$ cat config.mk
export PLATFORM = sky130hd
export DESIGN_NAME = mem_arbiter_flat
export DESIGN_NICKNAME = d
export VERILOG_FILES = /design/src/rtl/mem_arb_pkg.sv /design/src/rtl/mem_arbiter_if.sv /design/src/rtl/mem_arb_watchdog.sv /design/src/rtl/mem_arbiter.sv /design/src/flat_wrapper.sv
export SDC_FILE = /design/constraint.sdc
export NUM_CORES = 1
export LEC_CHECK = 0
export CORE_MARGIN = 10
export CORE_UTILIZATION = 37
export CTS_CLUSTER_DIAMETER = 120
export CTS_CLUSTER_SIZE = 28
export DETAILED_ROUTE_END_ITERATION = 10
export GPL_TIMING_DRIVEN = 1
export PLACE_DENSITY = 0.76
export SLEW_MARGIN = 20
export SYNTH_ARGS = -nofsm -noshare
export SYNTH_HDL_FRONTEND = slang
export SYNTH_SLANG_ARGS = --single-unit
$ cat constraint.sdc
create_clock -name clk -period 1.6 [get_ports clk]
set_input_delay 0.32 -clock clk [delete_from_list [all_inputs] [get_ports clk]]
set_output_delay 0.32 -clock clk [all_outputs]
set_load 0.02 [all_outputs]
$ cat src/rtl/mem_arb_pkg.sv
// Shared types and constants for the memory-port arbiter and its watchdog.
package mem_arb_pkg;

  typedef enum logic [1:0] {
    IDLE   = 2'd0,
    BUSY_I = 2'd1,
    BUSY_D = 2'd2,
    DONE   = 2'd3
  } arb_state_t;

  localparam logic REQ_I = 1'b0;
  localparam logic REQ_D = 1'b1;

  localparam int TIMEOUT_DEFAULT = 64;

endpackage

$ cat src/rtl/mem_arbiter_if.sv
// Requester and memory-side bus of the arbiter; master is the arbiter, slave the environment.
interface mem_arbiter_if #(
  parameter int ADDR_W = 32,
  parameter int DATA_W = 32
);
  localparam int BS_W = DATA_W / 8;

  logic              i_req;
  logic              i_wen;
  logic [ADDR_W-1:0] i_address;
  logic [DATA_W-1:0] i_datain;
  logic [BS_W-1:0]   i_byte_sel;
  logic              i_done;
  logic [DATA_W-1:0] i_dataout;

  logic              d_req;
  logic              d_wen;
  logic [ADDR_W-1:0] d_address;
  logic [DATA_W-1:0] d_datain;
  logic [BS_W-1:0]   d_byte_sel;
  logic              d_done;
  logic [DATA_W-1:0] d_dataout;

  logic              mem_ren;
  logic              mem_wen;
  logic [ADDR_W-1:0] mem_address;
  logic [DATA_W-1:0] mem_datain;
  logic [BS_W-1:0]   mem_byte_sel;
  logic [DATA_W-1:0] mem_dataout;
  logic              mem_ready;

  logic              timeout_err;

  modport master (
    input  i_req, i_wen, i_address, i_datain, i_byte_sel,
    output i_done, i_dataout,
    input  d_req, d_wen, d_address, d_datain, d_byte_sel,
    output d_done, d_dataout,
    output mem_ren, mem_wen, mem_address, mem_datain, mem_byte_sel,
    input  mem_dataout, mem_ready,
    output timeout_err
  );

  modport slave (
    output i_req, i_wen, i_address, i_datain, i_byte_sel,
    input  i_done, i_dataout,
    output d_req, d_wen, d_address, d_datain, d_byte_sel,
    input  d_done, d_dataout,
    input  mem_ren, mem_wen, mem_address, mem_datain, mem_byte_sel,
    output mem_dataout, mem_ready,
    input  timeout_err
  );

endinterface

$ cat src/rtl/mem_arb_watchdog.sv
// Cycle counter that flags expiry after TIMEOUT enabled cycles; clear has priority over enable.
module mem_arb_watchdog
  import mem_arb_pkg::*;
#(
  parameter int TIMEOUT = TIMEOUT_DEFAULT
) (
  input  logic clk,
  input  logic reset,
  input  logic clear,
  input  logic enable,
  output logic expired
);
  localparam int CNT_W = $clog2(TIMEOUT);

  logic [CNT_W-1:0] count;

  always_ff @(posedge clk) begin
    if (!reset || clear) begin
      count <= '0;
    end else if (enable && !expired) begin
      count <= count + 1'b1;
    end
  end

  assign expired = (count == CNT_W'(TIMEOUT - 1));

endmodule

$ cat src/rtl/mem_arbiter.sv
// Grants the instruction or data cache one memory transaction at a time, with watchdog abort.
// Macro ARB_ROUND_ROBIN_EN: under contention the side not granted last wins (default: data first).
//   state  | meaning
//   IDLE   | waiting for a request
//   BUSY_I | memory driven for the instruction side
//   BUSY_D | memory driven for the data side
//   DONE   | one-cycle bubble so the winner can drop its request
module mem_arbiter
  import mem_arb_pkg::*;
#(
  parameter int ADDR_W  = 32,
  parameter int DATA_W  = 32,
  parameter int TIMEOUT = TIMEOUT_DEFAULT
) (
  input logic           clk,
  input logic           reset,
  mem_arbiter_if.master bus
);
  localparam int BS_W = DATA_W / 8;

  arb_state_t        state;
  logic              lat_wen;
  logic [ADDR_W-1:0] lat_address;
  logic [DATA_W-1:0] lat_datain;
  logic [BS_W-1:0]   lat_byte_sel;
  logic              grant_d;
  logic              sel_wen;
  logic              busy;
  logic              expired;
`ifdef ARB_ROUND_ROBIN_EN
  logic              last_grant;
`endif

  assign busy    = (state == BUSY_I) || (state == BUSY_D);
  assign sel_wen = grant_d ? bus.d_wen : bus.i_wen;

  always_comb begin
    grant_d = bus.d_req;
`ifdef ARB_ROUND_ROBIN_EN
    if (bus.i_req && bus.d_req) grant_d = (last_grant == REQ_I);
`endif
  end

  mem_arb_watchdog #(.TIMEOUT(TIMEOUT)) u_watchdog (
    .clk     (clk),
    .reset   (reset),
    .clear   (!busy),
    .enable  (busy),
    .expired (expired)
  );

  // Address, data and byte enables come straight from the grant-edge latches.
  assign bus.mem_address  = lat_address;
  assign bus.mem_datain   = lat_datain;
  assign bus.mem_byte_sel = lat_byte_sel;

  always_ff @(posedge clk) begin
    if (!reset) begin
      state           <= IDLE;
      lat_wen         <= 1'b0;
      lat_address     <= '0;
      lat_datain      <= '0;
      lat_byte_sel    <= '0;
      bus.mem_ren     <= 1'b0;
      bus.mem_wen     <= 1'b0;
      bus.i_done      <= 1'b0;
      bus.d_done      <= 1'b0;
      bus.i_dataout   <= '0;
      bus.d_dataout   <= '0;
      bus.timeout_err <= 1'b0;
`ifdef ARB_ROUND_ROBIN_EN
      last_grant      <= REQ_I;
`endif
    end else begin
      bus.i_done <= 1'b0;
      bus.d_done <= 1'b0;
      case (state)
        IDLE: begin
          if (bus.i_req || bus.d_req) begin
            lat_wen      <= sel_wen;
            lat_address  <= grant_d ? bus.d_address  : bus.i_address;
            lat_datain   <= grant_d ? bus.d_datain   : bus.i_datain;
            lat_byte_sel <= grant_d ? bus.d_byte_sel : bus.i_byte_sel;
            bus.mem_ren  <= !sel_wen;
            bus.mem_wen  <= sel_wen;
            state        <= grant_d ? BUSY_D : BUSY_I;
`ifdef ARB_ROUND_ROBIN_EN
            last_grant   <= grant_d ? REQ_D : REQ_I;
`endif
          end
        end
        BUSY_I, BUSY_D: begin
          // mem_ready wins over a watchdog expiry landing in the same cycle.
          if (bus.mem_ready || expired) begin
            bus.mem_ren <= 1'b0;
            bus.mem_wen <= 1'b0;
            state       <= DONE;
            if (state == BUSY_D) bus.d_done <= 1'b1;
            else                 bus.i_done <= 1'b1;
            if (bus.mem_ready) begin
              if (!lat_wen) begin
                if (state == BUSY_D) bus.d_dataout <= bus.mem_dataout;
                else                 bus.i_dataout <= bus.mem_dataout;
              end
            end else begin
              bus.timeout_err <= 1'b1;
              if (state == BUSY_D) bus.d_dataout <= '0;
              else                 bus.i_dataout <= '0;
            end
          end
        end
        DONE:    state <= IDLE;
        default: state <= IDLE;
      endcase
    end
  end

endmodule

$ cat src/flat_wrapper.sv
// flat-port wrapper written by rule: the top's interface ports become plain ports
module mem_arbiter_flat import mem_arb_pkg::*;
#(
  parameter int ADDR_W  = 32,
  parameter int DATA_W  = 32,
  parameter int TIMEOUT = TIMEOUT_DEFAULT
)
  (clk, reset, bus_i_req, bus_i_wen, bus_i_address, bus_i_datain, bus_i_byte_sel, bus_i_done, bus_i_dataout, bus_d_req, bus_d_wen, bus_d_address, bus_d_datain, bus_d_byte_sel, bus_d_done, bus_d_dataout, bus_mem_ren, bus_mem_wen, bus_mem_address, bus_mem_datain, bus_mem_byte_sel, bus_mem_dataout, bus_mem_ready, bus_timeout_err);
  mem_arbiter_if #(.ADDR_W(ADDR_W), .DATA_W(DATA_W)) bus_i ();
  input logic clk;
  input logic reset;
  input wire logic [$bits(bus_i.i_req)-1:0] bus_i_req;
  input wire logic [$bits(bus_i.i_wen)-1:0] bus_i_wen;
  input wire logic [$bits(bus_i.i_address)-1:0] bus_i_address;
  input wire logic [$bits(bus_i.i_datain)-1:0] bus_i_datain;
  input wire logic [$bits(bus_i.i_byte_sel)-1:0] bus_i_byte_sel;
  output wire logic [$bits(bus_i.i_done)-1:0] bus_i_done;
  output wire logic [$bits(bus_i.i_dataout)-1:0] bus_i_dataout;
  input wire logic [$bits(bus_i.d_req)-1:0] bus_d_req;
  input wire logic [$bits(bus_i.d_wen)-1:0] bus_d_wen;
  input wire logic [$bits(bus_i.d_address)-1:0] bus_d_address;
  input wire logic [$bits(bus_i.d_datain)-1:0] bus_d_datain;
  input wire logic [$bits(bus_i.d_byte_sel)-1:0] bus_d_byte_sel;
  output wire logic [$bits(bus_i.d_done)-1:0] bus_d_done;
  output wire logic [$bits(bus_i.d_dataout)-1:0] bus_d_dataout;
  output wire logic [$bits(bus_i.mem_ren)-1:0] bus_mem_ren;
  output wire logic [$bits(bus_i.mem_wen)-1:0] bus_mem_wen;
  output wire logic [$bits(bus_i.mem_address)-1:0] bus_mem_address;
  output wire logic [$bits(bus_i.mem_datain)-1:0] bus_mem_datain;
  output wire logic [$bits(bus_i.mem_byte_sel)-1:0] bus_mem_byte_sel;
  input wire logic [$bits(bus_i.mem_dataout)-1:0] bus_mem_dataout;
  input wire logic [$bits(bus_i.mem_ready)-1:0] bus_mem_ready;
  output wire logic [$bits(bus_i.timeout_err)-1:0] bus_timeout_err;
  assign bus_i.i_req = bus_i_req;
  assign bus_i.i_wen = bus_i_wen;
  assign bus_i.i_address = bus_i_address;
  assign bus_i.i_datain = bus_i_datain;
  assign bus_i.i_byte_sel = bus_i_byte_sel;
  assign bus_i_done = bus_i.i_done;
  assign bus_i_dataout = bus_i.i_dataout;
  assign bus_i.d_req = bus_d_req;
  assign bus_i.d_wen = bus_d_wen;
  assign bus_i.d_address = bus_d_address;
  assign bus_i.d_datain = bus_d_datain;
  assign bus_i.d_byte_sel = bus_d_byte_sel;
  assign bus_d_done = bus_i.d_done;
  assign bus_d_dataout = bus_i.d_dataout;
  assign bus_mem_ren = bus_i.mem_ren;
  assign bus_mem_wen = bus_i.mem_wen;
  assign bus_mem_address = bus_i.mem_address;
  assign bus_mem_datain = bus_i.mem_datain;
  assign bus_mem_byte_sel = bus_i.mem_byte_sel;
  assign bus_i.mem_dataout = bus_mem_dataout;
  assign bus_i.mem_ready = bus_mem_ready;
  assign bus_timeout_err = bus_i.timeout_err;
  mem_arbiter #(.ADDR_W(ADDR_W), .DATA_W(DATA_W), .TIMEOUT(TIMEOUT)) u_core (.clk(clk), .reset(reset), .bus(bus_i));
endmodule
==> impl_table.tex, run 1 <==
\begin{tabular}{lr}
\hline
Metric & Value \\
\hline
\multicolumn{2}{l}{\textbf{Synthesis}} \\
\quad Dominant cells by area after synthesis & dfxtp\_1, mux2i\_1, o211a\_1 \\
\quad Commonest cells in the netlist & dfxtp\_1, nand2\_1, mux2i\_1 \\
\quad Flip-flop and latch count after synthesis & 146 \\
\quad Portion of synthesized cell area occupied by the leading cell type & 0.461 \\
\quad Instance count of the mapped netlist & 665 \\
\quad Number of distinct library cell variants in the gate-level netlist after synthesis & 37 \\
\quad Share of synthesized area occupied by flip-flops and latches & 0.461 \\
\quad Cell accounting for the most synthesized area & dfxtp\_1 \\
\quad Synthesized area & 0.00634 mm2 \\
\quad Leading cell type by number of instances after synthesis & dfxtp\_1 \\
\quad Total nets after synthesis & 844 \\
\quad Syn. warnings & 0 \\
\quad Predominant post-synthesis flop cell & dfxtp\_1 \\
\quad Proportion of register bits with asynchronous set or reset after synthesis & 0 \\
\quad Mean cell area of the mapped netlist & 9.54 um2 \\
\quad EDFF count, synth & 0 \\
\multicolumn{2}{l}{\textbf{Run status}} \\
\quad Violated checks & setup timing \\
\quad Result of the run & finished with violations \\
\multicolumn{2}{l}{\textbf{Layout}} \\
\quad Net count of the finished layout & 1166 \\
\quad Final Instance Count excl. Fillers & 1220 \\
\quad Post-route design area & 0.0107 mm2 \\
\quad Share of cells above drive strength 1 & 0.129 \\
\quad Number of antenna repair diodes & 0 \\
\quad Area Growth Syn to Fin & 68.6\% \\
\multicolumn{2}{l}{\textbf{Min path}} \\
\quad Class of the tightest hold or removal check & in2reg \\
\multicolumn{2}{l}{\textbf{Timing}} \\
\quad Endpoints failing hold & 0 \\
\quad Final count of pins violating max slew & 0 \\
\quad Post-layout min period & 1.76 ns \\
\quad Setup violation total in the final timing report & 23 \\
\quad Period Utilization, post-route & 1.10 \\
\quad Max-slew headroom & 0.748 \\
\quad Transition at the pin with the smallest max-transition slack & 0.377 ns \\
\quad Crit path setup slack, layout & -0.159 ns \\
\quad Maximum achievable frequency & 0.568 GHz \\
\quad Unrepaired setup endpoints after global routing & yes \\
\quad Clock skew after layout & 0.00639 ns \\
\multicolumn{2}{l}{\textbf{Clock tree}} \\
\quad Clk Tree Root Cell & clkbuf\_16 \\
\quad TritonCTS Buffers & 17 \\
\quad Clk pin slew, worst setup/hold paths & 0.06 ns \\
\quad Max clock buf depth & 2 \\
\quad CTS tree & yes \\
\quad Sink Count & 146 \\
\quad Number of buffers inserted by hold repair at cts & 0 \\
\quad CTS H-tree lvls & 4 \\
\quad Worst skew pair latency & 0.42 ns \\
\multicolumn{2}{l}{\textbf{Global route}} \\
\quad Number of global-route vias before repair & 6146 \\
\quad First-pass GRT wire length & 34.1 mm \\
\quad Remaining global-route overflow & 0 \\
\quad Overall Global Routing Usage & 0.192 \\
\quad Initial antenna violation count & 0 \\
\quad Maximum number of pins on one net before global-route repair & 74 \\
\multicolumn{2}{l}{\textbf{Die}} \\
\quad Number of top-level pins & 312 \\
\quad Area of the die & 0.0228 mm2 \\
\quad Floorplan die height & 151 um \\
\quad Standard-cell rows & 47 \\
\quad Effective utilization at floorplan & 0.380 \\
\quad Die Wd & 151 um \\
\quad Area inside the core boundary & 0.0167 mm2 \\
\multicolumn{2}{l}{\textbf{Setup path}} \\
\quad Kind of start point of the critical path & register \\
\quad CP endpoint kind & register \\
\quad Category of the critical setup timing path & reg2reg \\
\quad Arrival time at the worst endpoint & 2.10 ns \\
\quad Max Fanout on Critical Path & 8 \\
\quad Required @ worst endpoint & 1.94 ns \\
\multicolumn{2}{l}{\textbf{Routing}} \\
\quad Final wirelength & 24.1 mm \\
\quad Post-DRT Antenna Nets & 0 \\
\quad Iter 0 DRT Violations & 292 \\
\quad DR DRC count & 0 \\
\quad Ratio of routed vias to standard cells & 5.08 \\
\quad Wire length per cell after detailed routing & 19.8 um \\
\quad Number of vias after detailed routing & 6192 \\
\quad Number of iterations in the first detailed-routing pass & 5 \\
\multicolumn{2}{l}{\textbf{Place}} \\
\quad Worst slack, placed & -0.160 ns \\
\quad Instance count after placement with tap cells included & 1175 \\
\quad Post-placement cell area & 0.00985 mm2 \\
\quad Routability congestion estimate & 0.806 \\
\quad Final HPWL DP & 17.3 mm \\
\quad Total of buffers placed on input and output ports & 311 \\
\multicolumn{2}{l}{\textbf{Power}} \\
\quad Reported leakage power & 0.00531 uW \\
\quad IR Drop Worst-Case VDD & 0.000816 V \\
\quad Overall power consumption & 16700 uW \\
\quad Power per unit of standard cell area & 1570 mW/mm2 \\
\multicolumn{2}{l}{\textbf{Run}} \\
\quad Maximum Capacitance Violations & 0 \\
\hline
\end{tabular}
==> final timing paths <==
| path | end | startpoint | slack, ns | cells past startpoint |
|---|---|---|---|---|
| hold reg to reg | u_core.bus.mem_ren | u_core.bus.mem_ren | 0.46 | 2 |
| setup / recovery | u_core.bus.i_dataout[14] | u_core.state[0] | -0.16 | 8 |
| setup reg to reg | u_core.bus.i_dataout[14] | u_core.state[0] | -0.16 | 8 |
| hold / removal | u_core.lat_wen | reset | 0.27 | 2 |
==> repair_timing <==
| item | CTS | global route |
|---|---|---|
| endpoints found under the setup margin | 205 | 68 |
| endpoints found under the hold margin | 0 | 0 |
| pin swaps | 20 | 33 |
| cloned | 2 | 5 |
| buffers inserted | 4 | 4 |
| gates resized for setup | 160 | 45 |
==> critical path: stages (launching register included) <==
cell       delay, ns
dfxtp_2         0.33
inv_2           0.05
ha_4            0.26
a21boi_4        0.19
and3b_2         0.29
buf_6           0.15
clkbuf_16       0.16
nand2_1         0.08
a21boi_1        0.17
==> per-stage QoR <==
stage	TNS, ns	utilization	hold slack (ns)
after floorplan	0	-	0.459
after global placement	-10.42	0.590	0.454
after detailed placement	-14.46	0.590	0.459
after CTS	-1.66	0.625	0.247
after global routing	-5.52	0.641	0.253
final	-1.15	0.641	0.265
==> placed cells by master, fill, tap and decap left out, types with 3 or more instances in the layout <==
cell,n
clkbuf_1,3
buf_4,30
a21boi_1,57
clkdlybuf4s50_1,172
dlygate4sd2_1,137
mux2i_1,71
buf_6,3
clkbuf_16,21
o21ai_1,29
nand2_1,125
o211a_1,69
buf_12,13
nor2_1,5
o21ai_2,5
nor3_1,3
a21boi_2,5
nand3_1,3
nand2_4,5
nand2_2,11
clkinvlp_4,5
dfxtp_1,144
o21ai_0,31
bufinv_16,3
==> flip-flops by register name, indices dropped and copies added, names as in the netlist <==
register	flops
u_core.state	2
u_core.u_watchdog.count	6
u_core.lat_wen	1
u_core.bus.mem_datain	32
u_core.bus.timeout_err	1
u_core.bus.i_done	1
u_core.bus.d_dataout	32
u_core.bus.i_dataout	32
u_core.bus.mem_wen	1
u_core.bus.mem_byte_sel	4
u_core.bus.d_done	1
u_core.bus.mem_address	32
u_core.bus.mem_ren	1
==> report_power, final <==
group / leakage, uW / internal [uW] / switching (uW)
combinational: 0.00384 / 3550 / 4220
clock: 0.000273 / 2460 / 1580
sequential: 0.00120 / 4510 / 430
total: 0.00531 / 10500 / 6230
==> logic make-up after synthesis <==
| logic type | after synthesis | share of synthesized area |
|---|---|---|
| AOI/OAI and AO/OA | 214 | 0.255 |
| xor gates and xnor gates | 2 | 0.00276 |
| adders and majority gates | 4 | 0.00789 |
| buffers and inverters | 64 | 0.0560 |
| DFF | 146 | 0.461 |
| muxes | 71 | 0.112 |
| and+or+nand+nor | 164 | 0.106 |
==> per-layer routing <==
metal	global-route usage	routed length, um	up-vias
li1	-	-	3001
met1	0.212	8920	2898
met2	0.325	12100	269
met3	0.0925	2820	24
met4	0.0462	308	0
met5	0	0	-
==> final cells by class <==
cell class                 count  area (um2)
fill                        1371        6000
timing repair buffer         362        3610
multi-input combinational    455        3270
sequential                   146        2930
clock buffer                  20         437
tap                          220         275
clock inverter                12         159
inverter                       5        21.3
Note: power is estimated with default switching activity, not from simulation.
==> run 2: changes to the inputs <==
--- a/config.mk
+++ b/config.mk
@@ -5,13 +5,14 @@
 export SDC_FILE = /design/constraint.sdc
 export NUM_CORES = 1
 export LEC_CHECK = 0
+export CAP_MARGIN = 10
 export CORE_MARGIN = 10
-export CORE_UTILIZATION = 37
+export CORE_UTILIZATION = 30
 export CTS_CLUSTER_DIAMETER = 120
 export CTS_CLUSTER_SIZE = 28
 export DETAILED_ROUTE_END_ITERATION = 10
 export GPL_TIMING_DRIVEN = 1
-export PLACE_DENSITY = 0.76
+export PLACE_DENSITY = 0.64
 export SLEW_MARGIN = 20
 export SYNTH_ARGS = -nofsm -noshare
 export SYNTH_HDL_FRONTEND = slang
==> run 2 against run 1 <==
Net effect: the flow still finishes with violations (setup timing); worst hold slack got worse by 0.050 ns; die area grew 20%; sequential cell count unchanged; clock power grew 2%; clock skew up 0.0012 ns; register-to-register slack gained 0.08 ns.
==> impl_table.tex, run 2 (synthesis results as in run 1) <==
\begin{tabular}{lr}
\hline
Metric & Value \\
\hline
\multicolumn{2}{l}{\textbf{Setup path}} \\
\quad Kind of start point of the critical path & register \\
\quad Critical-path cell with the highest stage delay & dfxtp\_2 \\
\quad Category of the critical setup timing path & reg2reg \\
\quad Max Fanout on Critical Path & 7 \\
\quad Number of buffer and inverter instances along the worst setup path & 3 \\
\quad Chain of cells forming the critical path & inv\_2 -> ha\_4 -> a21boi\_4 -> buf\_6 -> nand2b\_4 -> buf\_16 -> o21ai\_1 -> a21boi\_1 \\
\quad Required @ worst endpoint & 1.90 ns \\
\quad Delay of the slowest cell on the worst path & 0.33 ns \\
\quad Arrival time at the worst endpoint & 1.98 ns \\
\quad CP endpoint kind & register \\
\quad Cell family with most CP delay & compound AO/OA/AOI/OAI gates \\
\multicolumn{2}{l}{\textbf{Clock tree}} \\
\quad Max clock buf depth & 2 \\
\quad TritonCTS Buffers & 17 \\
\quad Worst skew pair latency & 0.42 ns \\
\quad Number of buffers inserted by hold repair at cts & 0 \\
\quad CTS H-tree lvls & 4 \\
\quad CTS tree & yes \\
\quad Clk pin slew, worst setup/hold paths & 0.06 ns \\
\quad Clk Tree Root Cell & clkbuf\_16 \\
\quad Sink Count & 146 \\
\multicolumn{2}{l}{\textbf{Routing}} \\
\quad Ratio of routed vias to standard cells & 4.87 \\
\quad Post-DRT Antenna Nets & 0 \\
\quad Iter 0 DRT Violations & 226 \\
\quad Final wirelength & 25.0 mm \\
\quad Number of vias after detailed routing & 6243 \\
\quad Number of iterations in the first detailed-routing pass & 4 \\
\quad DR DRC count & 0 \\
\quad Wire length per cell after detailed routing & 19.5 um \\
\multicolumn{2}{l}{\textbf{Timing}} \\
\quad Transition at the pin with the smallest max-transition slack & 0.355 ns \\
\quad Final count of pins violating max slew & 0 \\
\quad Setup TNS & -0.291 ns \\
\quad Setup violation total in the final timing report & 13 \\
\quad Endpoints failing hold & 0 \\
\quad Clock skew after layout & 0.00759 ns \\
\quad Maximum achievable frequency & 0.597 GHz \\
\quad Crit path setup slack, layout & -0.0762 ns \\
\quad Max-slew headroom & 0.762 \\
\quad Unrepaired setup endpoints after global routing & yes \\
\quad Worst hold slack & 0.215 ns \\
\quad Period Utilization, post-route & 1.05 \\
\quad Post-layout min period & 1.68 ns \\
\multicolumn{2}{l}{\textbf{Die}} \\
\quad Number of top-level pins & 312 \\
\quad Effective utilization at floorplan & 0.304 \\
\quad Standard-cell rows & 53 \\
\quad Floorplan die height & 165 um \\
\quad Area of the die & 0.0274 mm2 \\
\quad Area inside the core boundary & 0.0209 mm2 \\
\quad Die Wd & 165 um \\
\multicolumn{2}{l}{\textbf{Layout}} \\
\quad Area Growth Syn to Fin & 76.6\% \\
\quad Multi-input gate area in the final layout & 0.00356 mm2 \\
\quad Number of antenna repair diodes & 0 \\
\quad Layout filler cell count & 1894 \\
\quad Flip-flop and latch area & 0.00293 mm2 \\
\quad Net count of the finished layout & 1173 \\
\quad Post-route design area & 0.0112 mm2 \\
\quad Commonest cells after routing, fill and taps aside & clkdlybuf4s50\_1, dfxtp\_1, dlygate4sd2\_1 \\
\quad Core occupancy in the finished layout & 0.536 \\
\quad Commonest non-fill, non-tap cell in the layout & clkdlybuf4s50\_1 \\
\quad Share of cells above drive strength 1 & 0.202 \\
\multicolumn{2}{l}{\textbf{Place}} \\
\quad Final HPWL DP & 17.6 mm \\
\quad Total of buffers placed on input and output ports & 311 \\
\quad Routability congestion estimate & 0.784 \\
\quad Post-placement cell area & 0.00993 mm2 \\
\multicolumn{2}{l}{\textbf{Power}} \\
\quad IR Drop Worst-Case VDD & 0.000668 V \\
\quad Power per unit of standard cell area & 1510 mW/mm2 \\
\quad Reported leakage power & 0.00549 uW \\
\quad Overall power consumption & 16900 uW \\
\multicolumn{2}{l}{\textbf{Run status}} \\
\quad Result of the run & finished with violations \\
\quad Violated checks & setup timing \\
\multicolumn{2}{l}{\textbf{Global route}} \\
\quad First-pass GRT wire length & 35.1 mm \\
\quad Maximum number of pins on one net before global-route repair & 72 \\
\quad Overall Global Routing Usage & 0.164 \\
\quad Initial antenna violation count & 0 \\
\quad Remaining global-route overflow & 0 \\
\quad Number of global-route vias before repair & 6192 \\
\multicolumn{2}{l}{\textbf{Min path}} \\
\quad Class of the tightest hold or removal check & in2reg \\
\multicolumn{2}{l}{\textbf{Run}} \\
\quad Maximum Capacitance Violations & 0 \\
\hline
\end{tabular}
[run 2: per-layer routing]
metal	wire, um	GRT usage
met1	9580	0.188
met2	12100	0.270
met3	2940	0.0778
met4	412	0.0451
met5	0	0
[run 2: final cells by class]
cell class	count	area share
flip-flops and latches	146	0.261
well taps	275	0.0307
repair buffers	369	0.335
inverters	5	0.00168
clock inverters	12	0.0141
multi-input cells	455	0.318
clock buffers	19	0.0395
[run 2: per-stage QoR]
step,setup slack [ns],instances
finish,-0.0762,1281
floorplan,0.0307,665
detailed placement,-0.200,1234
global placement,-0.157,1234
global route,-0.142,1281
CTS,-0.0616,1269
[run 2: final timing paths]
check,from,to,slack [ns],depth (start not counted)
max,u_core.state[0],u_core.bus.i_dataout[31],-0.08,8
min,reset,u_core.state[1],0.22,2
max reg2reg,u_core.state[0],u_core.bus.i_dataout[31],-0.08,8
min reg2reg,u_core.bus.i_dataout[5],u_core.bus.i_dataout[5],0.45,2
[run 2: timing repair]
action,4_1_cts,5_1_grt
endpoints found under the hold margin,0,0
endpoints found under the setup margin,202,67
setup buffers,0,3
gates cloned,4,9
gates resized for setup,162,153
pin swaps,0,65
[run 2: where the power goes]
part | internal [uW] | total (uW) | switching [uW]
Clock | 2490 | 4110 | 1610
Sequential | 4510 | 4960 | 451
Combinational | 3580 | 7880 | 4310
==> run 3: changes to the inputs <==
--- a/config.mk
+++ b/config.mk
@@ -5,14 +5,15 @@
 export SDC_FILE = /design/constraint.sdc
 export NUM_CORES = 1
 export LEC_CHECK = 0
+export ABC_AREA = 1
 export CAP_MARGIN = 10
 export CORE_MARGIN = 10
-export CORE_UTILIZATION = 30
+export CORE_UTILIZATION = 37
 export CTS_CLUSTER_DIAMETER = 120
 export CTS_CLUSTER_SIZE = 28
 export DETAILED_ROUTE_END_ITERATION = 10
 export GPL_TIMING_DRIVEN = 1
-export PLACE_DENSITY = 0.64
+export PLACE_DENSITY = 0.76
 export SLEW_MARGIN = 20
 export SYNTH_ARGS = -nofsm -noshare
 export SYNTH_HDL_FRONTEND = slang
==> run 3 against run 2 <==
Net effect: the flow now finishes without violations; clock-buffer cell count did not move; cell area fell by 8.7%; via count rose by 3.9%; sequential cell count did not move; critical path depth rose by 1; routed wire length fell by 5.8%; cell count rose by 6.9%; sequential share of layout area rose by 2.5 points; combinational power fell by 18%; critical path type unchanged; highest routed layer unchanged.
==> impl_table.tex, run 3 <==
\begin{tabular}{lr}
\hline
Metric & Value \\
\hline
\multicolumn{2}{l}{\textbf{Die}} \\
\quad Floorplan die height & 151 um \\
\quad Number of top-level pins & 312 \\
\quad Standard-cell rows & 47 \\
\quad Area of the die & 0.0227 mm2 \\
\quad Effective utilization at floorplan & 0.380 \\
\quad Area inside the core boundary & 0.0166 mm2 \\
\quad Die Wd & 151 um \\
\multicolumn{2}{l}{\textbf{Timing}} \\
\quad Setup violation total in the final timing report & 0 \\
\quad Final count of pins violating max slew & 0 \\
\quad Transition at the pin with the smallest max-transition slack & 0.368 ns \\
\quad Post-layout min period & 1.55 ns \\
\quad Endpoints failing hold & 0 \\
\quad Maximum achievable frequency & 0.643 GHz \\
\quad Setup TNS & 0 ns \\
\quad Max-slew headroom & 0.755 \\
\quad Clock skew after layout & 0.00736 ns \\
\quad Worst hold slack & 0.283 ns \\
\quad Period Utilization, post-route & 0.972 \\
\multicolumn{2}{l}{\textbf{Routing}} \\
\quad Ratio of routed vias to standard cells & 4.74 \\
\quad Number of iterations in the first detailed-routing pass & 6 \\
\quad Iter 0 DRT Violations & 359 \\
\quad Final wirelength & 23.6 mm \\
\quad Post-DRT Antenna Nets & 0 \\
\quad Number of vias after detailed routing & 6489 \\
\quad Wire length per cell after detailed routing & 17.2 um \\
\quad DR DRC count & 0 \\
\multicolumn{2}{l}{\textbf{Setup path}} \\
\quad Max Fanout on Critical Path & 24 \\
\quad CP endpoint kind & register \\
\quad Most common cell on crit path & inv\_2 \\
\quad Critical-path cell with the highest stage delay & dfxtp\_2 \\
\quad Required @ worst endpoint & 1.90 ns \\
\quad Category of the critical setup timing path & reg2reg \\
\quad Kind of start point of the critical path & register \\
\quad Chain of cells forming the critical path & inv\_2 -> ha\_4 -> inv\_2 -> nor3\_4 -> buf\_6 -> nand2\_4 -> buf\_12 -> nand2\_1 -> a21oi\_2 \\
\quad Delay of the slowest cell on the worst path & 0.35 ns \\
\quad Arrival time at the worst endpoint & 1.86 ns \\
\multicolumn{2}{l}{\textbf{Global route}} \\
\quad First-pass GRT wire length & 34.3 mm \\
\quad Maximum number of pins on one net before global-route repair & 70 \\
\quad Overall Global Routing Usage & 0.192 \\
\quad Remaining global-route overflow & 0 \\
\quad Initial antenna violation count & 1 \\
\quad Number of global-route vias before repair & 6210 \\
\multicolumn{2}{l}{\textbf{Synthesis}} \\
\quad Commonest cells in the netlist & nand2\_1, dfxtp\_1, o21ai\_0 \\
\quad Mean cell area of the mapped netlist & 7.58 um2 \\
\quad Portion of synthesized cell area occupied by the leading cell type & 0.462 \\
\quad Cell accounting for the most synthesized area & dfxtp\_1 \\
\quad Dominant cells by area after synthesis & dfxtp\_1, nand2\_1, a31oi\_1 \\
\quad Predominant post-synthesis flop cell & dfxtp\_1 \\
\quad Instance count of the mapped netlist & 834 \\
\quad Proportion of register bits with asynchronous set or reset after synthesis & 0 \\
\quad Share of synthesized area occupied by flip-flops and latches & 0.462 \\
\quad Number of distinct library cell variants in the gate-level netlist after synthesis & 28 \\
\quad Flip-flop and latch count after synthesis & 146 \\
\quad Leading cell type by number of instances after synthesis & nand2\_1 \\
\quad Synthesized area & 0.00632 mm2 \\
\quad Total nets after synthesis & 1013 \\
\quad EDFF count, synth & 0 \\
\quad Syn. warnings & 0 \\
\multicolumn{2}{l}{\textbf{Run status}} \\
\quad Result of the run & finished clean \\
\multicolumn{2}{l}{\textbf{Place}} \\
\quad Instance count after placement with tap cells included & 1331 \\
\quad Total of buffers placed on input and output ports & 311 \\
\quad Post-placement cell area & 0.00971 mm2 \\
\quad Final HPWL DP & 17.5 mm \\
\quad Routability congestion estimate & 0.864 \\
\multicolumn{2}{l}{\textbf{Layout}} \\
\quad Area Growth Syn to Fin & 61.8\% \\
\quad Final Instance Count excl. Fillers & 1369 \\
\quad Commonest cells after routing, fill and taps aside & nand2\_1, clkdlybuf4s50\_1, dfxtp\_1 \\
\quad Core occupancy in the finished layout & 0.615 \\
\quad Share of cells above drive strength 1 & 0.126 \\
\quad Net count of the finished layout & 1315 \\
\quad Commonest non-fill, non-tap cell in the layout & nand2\_1 \\
\quad Post-route design area & 0.0102 mm2 \\
\multicolumn{2}{l}{\textbf{Clock tree}} \\
\quad Number of buffers inserted by hold repair at cts & 0 \\
\quad Clk Tree Root Cell & clkbuf\_16 \\
\quad CTS H-tree lvls & 4 \\
\quad Worst skew pair latency & 0.42 ns \\
\quad Sink Count & 146 \\
\quad TritonCTS Buffers & 17 \\
\quad Clk pin slew, worst setup/hold paths & 0.06 ns \\
\quad Max clock buf depth & 2 \\
\quad CTS tree & yes \\
\multicolumn{2}{l}{\textbf{Power}} \\
\quad IR Drop Worst-Case VDD & 0.000854 V \\
\quad Power per unit of standard cell area & 1500 mW/mm2 \\
\quad Reported leakage power & 0.00462 uW \\
\multicolumn{2}{l}{\textbf{Run}} \\
\quad Maximum Capacitance Violations & 0 \\
\multicolumn{2}{l}{\textbf{Min path}} \\
\quad Class of the tightest hold or removal check & in2reg \\
\hline
\end{tabular}
## run 3: final cells by class
class	instances	area (um2)
antenna	1	2.50
clock buffer	19	443
tap	220	275
sequential	146	2930
inverter	52	198
fill	1517	6410
multi-input combinational	574	2870
clock inverter	12	130
timing repair buffer	345	3390
## run 3: cell families after synthesis
family                     count (synthesis)  share of synthesized area
adders and majority gates                  4                    0.00791
and+or+nand+nor                          354                      0.228
AOI/OAI and AO/OA                        216                      0.212
DFF                                      146                      0.462
buffers and inverters                    114                     0.0896
## run 3: final timing paths
kind | from | endpoint | slack, ns | depth (start not counted)
hold / removal | reset | u_core.state[0] | 0.28 | 3
setup reg to reg | u_core.state[1] | u_core.bus.d_dataout[9] | 0.05 | 9
hold reg to reg | u_core.bus.d_dataout[1] | u_core.bus.d_dataout[1] | 0.46 | 2
setup / recovery | u_core.state[1] | u_core.bus.d_dataout[9] | 0.05 | 9
## run 3: worst max-delay path: cells and delay by family, from the launching register on
family	cells	cell delay, ns
AO/OA/AOI/OAI	1	0.05
buffers and inverters	4	0.41
AND/OR/NAND/NOR	3	0.35
adder cells (fa/ha/maj)	1	0.27
flip-flops	1	0.35
## run 3: stage by stage
step	total power (uW)	worst slack, ns
2_1_floorplan	8760	0.0256
3_3_place_gp	11900	-0.109
3_5_place_dp	11900	-0.155
4_1_cts	15300	0.0231
5_1_grt	16200	-0.0185
6_report	15400	0.0456
## run 3: routing by layer
layer / global-route usage / vias up / wire length (um) / share of wire
li1: - / 3325 / - / -
met1: 0.211 / 2868 / 9240 / 0.39
met2: 0.318 / 267 / 11200 / 0.48
met3: 0.0909 / 29 / 2680 / 0.11
met4: 0.0679 / 0 / 442 / 0.019
met5: 0 / - / 0 / 0
## run 3: power breakdown
part | leakage, uW | internal [uW] | switching [uW]
clock network | 0.000280 | 2340 | 1610
logic | 0.00314 | 2660 | 3810
registers | 0.00120 | 4520 | 418
total | 0.00462 | 9520 | 5830
## run 3: repair_timing
action,in CTS,in global routing
resized for setup,139,8
pin swaps,0,1
endpoints found under the setup margin,156,64
gates cloned,0,3
buffers inserted,0,3
